`src/rtl/f2c_arb_pkg.sv`:
```
// f2c_arb_pkg: types for the FPGA-to-CPU stream arbiter.
//   ArbState  : arbiter FSM state (IDLE, GRANT0, GRANT1).
//   BeatCount : widest in-burst beat counter (BURST_LEN up to 256).
package f2c_arb_pkg;

  typedef enum logic [1:0] {
    IDLE   = 2'd0,
    GRANT0 = 2'd1,
    GRANT1 = 2'd2
  } ArbState;

  localparam int unsigned BEAT_CNT_MAX_W = 8;

  typedef logic [BEAT_CNT_MAX_W-1:0] BeatCount;

endpackage

```
`src/rtl/tlp_xcvr_pkg.sv`:
```
// tlp_xcvr_pkg: shared types for the TLP transceiver datapath.
//   uint64 : 64-bit payload word used on DMA streams.
package tlp_xcvr_pkg;

  typedef logic [63:0] uint64;

endpackage

```
`src/rtl/f2c_arb_pick.sv`:
```
// f2c_arb_pick: combinational round-robin next-grant selection.
//   req        : per-source request (valid AND enable)
//   last_grant : source granted most recently (1 = source 1)
//   pick       : GRANT0/GRANT1 for the chosen source, IDLE when no request
import f2c_arb_pkg::*;

module f2c_arb_pick (
  input  logic [1:0] req,
  input  logic       last_grant,
  output ArbState    pick
);

  always_comb begin
    pick = IDLE;
    case (req)
      2'b01:   pick = GRANT0;
      2'b10:   pick = GRANT1;
      2'b11:   pick = last_grant ? GRANT0 : GRANT1;
      default: pick = IDLE;
    endcase
  end

endmodule

```
`src/rtl/f2c_arb.sv`:
```
// f2c_arb: two-source burst arbiter merging onto the f2c DMA stream.
// A grant holds for BURST_LEN accepted beats (valid & ready); the next
// grant is chosen round-robin in the cycle of the final beat.
// Optional build macro F2C_ARB_STATS_EN enables 32-bit per-source beat
// counters; without it srcNBeats_out are tied to zero.
// Ports:
//   pcieClk_in, reset_in       : clock, synchronous active-high reset
//   srcEnable_in[1:0]          : per-source request enable
//   srcN{Data,Valid}_in        : source payload / valid
//   srcNReady_out              : source ready
//   f2cData_out/f2cValid_out   : merged stream; f2cReady_in from DMA
//   grant_out[1:0]             : one-hot current grant, 00 when idle
//   srcNBeats_out[31:0]        : per-source accepted beat counters
import f2c_arb_pkg::*;
import tlp_xcvr_pkg::*;

module f2c_arb #(
  parameter int unsigned BURST_LEN = 16
) (
  input  logic        pcieClk_in,
  input  logic        reset_in,
  input  logic [1:0]  srcEnable_in,
  input  uint64       src0Data_in,
  input  logic        src0Valid_in,
  output logic        src0Ready_out,
  input  uint64       src1Data_in,
  input  logic        src1Valid_in,
  output logic        src1Ready_out,
  output uint64       f2cData_out,
  output logic        f2cValid_out,
  input  logic        f2cReady_in,
  output logic [1:0]  grant_out,
  output logic [31:0] src0Beats_out,
  output logic [31:0] src1Beats_out
);

  localparam int unsigned CNT_W = $clog2(BURST_LEN);
  localparam BeatCount LAST_BEAT = BeatCount'(BURST_LEN - 1);

  ArbState          state, state_next, pick;
  logic [CNT_W-1:0] beat_cnt;
  logic             last_grant;
  logic             beat, final_beat, grant_entry;
  logic [1:0]       req;

  assign req = {src1Valid_in & srcEnable_in[1], src0Valid_in & srcEnable_in[0]};

  f2c_arb_pick u_pick (
    .req        (req),
    .last_grant (last_grant),
    .pick       (pick)
  );

  // Routing is combinational; reset forces the handshake signals low so no
  // beat can be accepted during the reset cycle.
  always_comb begin
    f2cData_out   = '0;
    f2cValid_out  = 1'b0;
    src0Ready_out = 1'b0;
    src1Ready_out = 1'b0;
    case (state)
      GRANT0: begin
        f2cData_out   = src0Data_in;
        f2cValid_out  = src0Valid_in;
        src0Ready_out = f2cReady_in;
      end
      GRANT1: begin
        f2cData_out   = src1Data_in;
        f2cValid_out  = src1Valid_in;
        src1Ready_out = f2cReady_in;
      end
      default: ;
    endcase
    if (reset_in) begin
      f2cValid_out  = 1'b0;
      src0Ready_out = 1'b0;
      src1Ready_out = 1'b0;
    end
  end

  assign beat       = f2cValid_out & f2cReady_in;
  assign final_beat = beat && (beat_cnt == LAST_BEAT[CNT_W-1:0]);
  assign grant_out  = {state == GRANT1, state == GRANT0};

  always_comb begin
    state_next = state;
    case (state)
      IDLE:           state_next = pick;
      GRANT0, GRANT1: if (final_beat) state_next = pick;
      default:        state_next = IDLE;
    endcase
  end

  assign grant_entry = (state_next != IDLE) && ((state == IDLE) || final_beat);

  always_ff @(posedge pcieClk_in) begin
    if (reset_in) begin
      state      <= IDLE;
      beat_cnt   <= '0;
      last_grant <= 1'b1;
    end else begin
      state <= state_next;
      if (grant_entry) begin
        beat_cnt   <= '0;
        last_grant <= (state_next == GRANT1);
      end else if (beat) begin
        // Power-of-two burst length: the final beat wraps the counter to 0.
        beat_cnt <= beat_cnt + 1'b1;
      end
    end
  end

`ifdef F2C_ARB_STATS_EN
  logic [31:0] beats0, beats1;

  always_ff @(posedge pcieClk_in) begin
    if (reset_in) begin
      beats0 <= '0;
      beats1 <= '0;
    end else begin
      if (beat && state == GRANT0) beats0 <= beats0 + 32'd1;
      if (beat && state == GRANT1) beats1 <= beats1 + 32'd1;
    end
  end

  assign src0Beats_out = beats0;
  assign src1Beats_out = beats1;
`else
  assign src0Beats_out = '0;
  assign src1Beats_out = '0;
`endif

endmodule

```
`config.mk`:
```
export PLATFORM = sky130hd
export DESIGN_NAME = f2c_arb
export DESIGN_NICKNAME = d
export VERILOG_FILES = /design/src/rtl/f2c_arb_pkg.sv /design/src/rtl/tlp_xcvr_pkg.sv /design/src/rtl/f2c_arb_pick.sv /design/src/rtl/f2c_arb.sv
export SDC_FILE = /design/constraint.sdc
export NUM_CORES = 1
export LEC_CHECK = 0
export ABC_AREA = 1
export CAP_MARGIN = 20
export CORE_AREA = 3 3 104 106
export CTS_BUF_LIST = sky130_fd_sc_hd__clkbuf_8
export CTS_CLUSTER_DIAMETER = 40
export DETAILED_ROUTE_END_ITERATION = 12
export DIE_AREA = 0 0 107 109
export PLACE_DENSITY = 0.7
export REMOVE_ABC_BUFFERS = 1
export SLEW_MARGIN = 10
export SYNTH_ARGS = -nofsm -noshare
export SYNTH_HDL_FRONTEND = slang
export SYNTH_SLANG_ARGS = --single-unit
```
`constraint.sdc`:
```
create_clock -name pcieClk_in -period 1.7 [get_ports pcieClk_in]
set_input_delay 0.17 -clock pcieClk_in [delete_from_list [all_inputs] [get_ports pcieClk_in]]
set_output_delay 0.17 -clock pcieClk_in [all_outputs]
set_load 0.005 [all_outputs]
```
==> metrics.md, run 1 <==
| Metric | Value |
|---|---|
| Worst path arrival time | `a little under 2000 ps` |
| Top cell type's share of synthesized area | `between 20% and 30%` |
| Most common cell in the netlist | `nand2_1` |
| Overflow after GRT | `0` |
| DRT Wirelength | `between 10000 and 15000 um` |
| Fillcell total | `about 980` |
| # setup viols final | `18` |
| Nets | `about 740` |
| Post-Syn Area | `around 1900 sq um` |
| Via count | `between 3000 and 4000` |
| Seq/Total Area, Yosys | `under 10%` |
| First-pass GRT wire length | `between 15000 and 20000 um` |
| Startpoint Class | `flop` |
| Core ar. | `9860 sq um` |
| Failing checks | `negative setup slack` |
| Yosys warns | `0` |
| Post-Syn Area per Cell | `5.36 sq um` |
| Post-synth top cells | `nand2_1 (146), a21oi_1 (65), buf_4 (64)` |
| Beginning of the worst hold path | `last_grant$_SDFFE_PP1P_` |
| Fin worst setup slack | `-121 ps` |
| Slew Limit Fails | `0` |
| Area of the multi-input gates | `roughly 1800 sq um` |
| Vias in the first global route | `2869` |
| Hpwl dp | `between 7000 and 8000 um` |
| Netlist cell types | `26` |
| GRT Overall Usage | `roughly 17%` |
| R2R depth | `12` |
| Fin area | `4610 sq um` |
| P_leak | `1.99 nW` |
| Power Density | `~300 nW/um^2` |
| Via density | `around 4.2` |
| Crit. path cell count | `12` |
| Die area | `roughly 12000 sq um` |
| Die W | `around 110 um` |
| Hold Path Depth | `2` |
| Share of post-route cells with drive strength above 1 | `35.8%` |
| Die Ht | `about 110 um` |
| CTS tree | `yes` |
| CP peak stage delay | `370 ps` |
| I/O pin count | `about 270` |
| Area contributors post-synth | `nand2_1 (29%), buf_4 (25%), a21oi_1 (17%)` |
| Crit path cell chain | `inv_4 > ha_4 > inv_6 > buf_6 > nor2_4 > nand4_1 > nand2_1 > nand3_2 > nand2_4 > nand3_4 > nand3_4 > nor2_1` |
| Violation count after the first detailed-route iteration | `roughly 120` |
| Final Hold Viols | `0` |
| Crit path launch | `state[0]$_SDFF_PP0_` |
| Clock sink total | `7` |
| Starting Density | `between 10% and 20%` |
| Status | `finished, violations left` |
| H-tree depth | `1` |
| Ys flop type | `dfxtp_1` |
| Crit path max-delay family | `simple AND/OR/NAND/NOR gates` |
| Root buf cell | `clkbuf_8` |
| Worst vdd ir | `approximately 0.16 mV` |
| CTS Buf Count | `3` |
| Routed Antenna Nets | `0` |
| Buf/Inv on CP | `3` |
| Fmax | `about 550 MHz` |
| Unrepaired setup endpoints after global routing | `true` |
| Area delta synth->final | `143%` |
| FF/Latch Area | `~150 sq um` |
| Max Cap Violations | `0` |
| Reg2reg setup slack | `-120 ps` |
| Synth area leader | `nand2_1` |
| Drc violations | `0` |
| Setup TNS | `-974 ps` |
| Placer Congestion | `0.876` |
| Latest clock arrival within the worst-skew pair | `roughly 230 ps` |
| Hold/Removal Path Class | `flop to flop` |
| Ys async rst share | `0%` |
| Largest net degree at the start of global routing | `24` |
| Clk_skew | `roughly 2 ps` |
| Synth Instances | `around 350` |
| Clock-pin slew on the worst setup and hold paths | `around 40 ps` |
| Initial antenna violation count | `0` |
| Min Tclk post-route | `1820 ps` |
| Crit-path max FO | `4` |
| WS Path Type | `flop to flop` |
| Clock Tree Buf Depth | `2` |
| Tcrit/Tclk final | `107%` |
| N_diodes | `0` |
| TritonRoute pass-1 iters | `4` |
| Worst hold endpoint | `last_grant$_SDFFE_PP1P_` |
| DR WL/cell | `15.9 um` |
| Setup crit end kind | `flop` |
| R2R Path Start | `state[0]$_SDFF_PP0_` |
| Register bit total from synthesis | `7` |
| CP max-delay cell | `dfxtp_4` |
| Cell mode on critical path | `nand3_4` |
| Fin cells | `730` |
| Reg-to-reg endpoint | `beat_cnt[0]$_SDFFE_PP0N_` |
| Cell row count | `36` |
| # port buffers | `approximately 200` |
| Post-synth EDFFs | `0` |
| Worst Path Required | `about 1800 ps` |
| Placed cell areas | `just under 4000 sq um` |
| Final core occ | `a little under half` |
| DP Cell Count | `683` |
## flip-flops by register name, summed over array words and instances (netlist names)
signal	count
state	2
beat_cnt	4
last_grant	1
## worst max path at each step
stage | end | slack, ps
6_report | beat_cnt[0]$_SDFFE_PP0N_ | -120
3_3_place_gp | f2cData_out[36] | -270
5_1_grt | beat_cnt[0]$_SDFFE_PP0N_ | -240
3_5_place_dp | f2cData_out[36] | -270
2_1_floorplan | beat_cnt[0]$_SDFFE_PP0N_ | -880
4_1_cts | beat_cnt[2]$_SDFFE_PP0N_ | -190
## timing repair
action                                 in CTS  in global routing
gates resized for setup                   290                107
endpoints found under the hold margin       0                  0
hold buffers                                0                  0
cloned                                      6                  2
pin swaps                                  17                 37
buffers inserted                           26                 17
setup endpoints to repair                  76                 72
## cell families (layout without fill, tap and decap cells)
kind of cell / Yosys count / count (layout) / synth area share [%]
AND/OR/NAND/NOR: 172 / 172 / 36.9
buffers and inverters: 97 / 277 / 32.0
AO/OA/AOI/OAI: 68 / 68 / 18.3
flip-flops: 7 / 7 / 7.39
adder cells (fa/ha/maj): 5 / 5 / 3.30
XOR/XNOR: 3 / 3 / 1.39
other: 1 / 64 / 0.198
multiplexers: 1 / 1 / 0.594
## stage by stage
stage	power [mW]	setup slack [ps]	hold WS, ps
floorplan	0.393	-879	242
global placement	0.883	-273	474
detailed placement	0.892	-275	477
CTS	1.29	-190	477
global route	1.47	-236	526
finish	1.39	-121	482
## placed cells by master (no fill, tap or decap), types with 10 or more instances in the layout
master	instances
conb_1	64
a21oi_2	33
nand2_1	119
nand2_2	18
clkdlybuf4s50_1	134
buf_2	54
clkbuf_2	11
buf_12	11
buf_6	18
buf_4	22
a21oi_1	28
nand2_4	10
## per-layer routing
layer | up-vias | part of all wire, % | GRT usage (%)
li1 | 1476 | - | -
met4 | 0 | 0.77 | 1.19
met2 | 132 | 57 | 33.7
met3 | 13 | 5.3 | 2.07
met1 | 1427 | 37 | 19.9
met5 | - | 0 | 0
## worst min-delay path, stage by stage, from the launching register on
cell and delay (ps):
dfxtp_1 330, nand3_2 70, nand2_1 40
## area by class of cell
type                            count  share of cell area (%)
Inverter                           12                    1.20
Multi-Input combinational cell    313                    38.0
Clock inverter                      1                  0.0815
Tap cell                          133                    3.61
Clock buffer                        3                   0.896
Timing Repair Buffer              261                    53.1
Sequential cell                     7                    3.15
## where the power goes
part | total (mW) | switching, mW | internal [mW]
sequential | 0.178 | 0.00731 | 0.171
combinational | 0.972 | 0.417 | 0.555
clock | 0.237 | 0.0800 | 0.157
total | 1.39 | 0.505 | 0.882
Note: power is estimated with default switching activity, not from simulation.
==> run 2, diff against run 1 <==
Settings changed: CTS_CLUSTER_SIZE from default to 40.
==> results of run 2 <==
The final DEF is identical to that of run 1; final timing and power are the same.
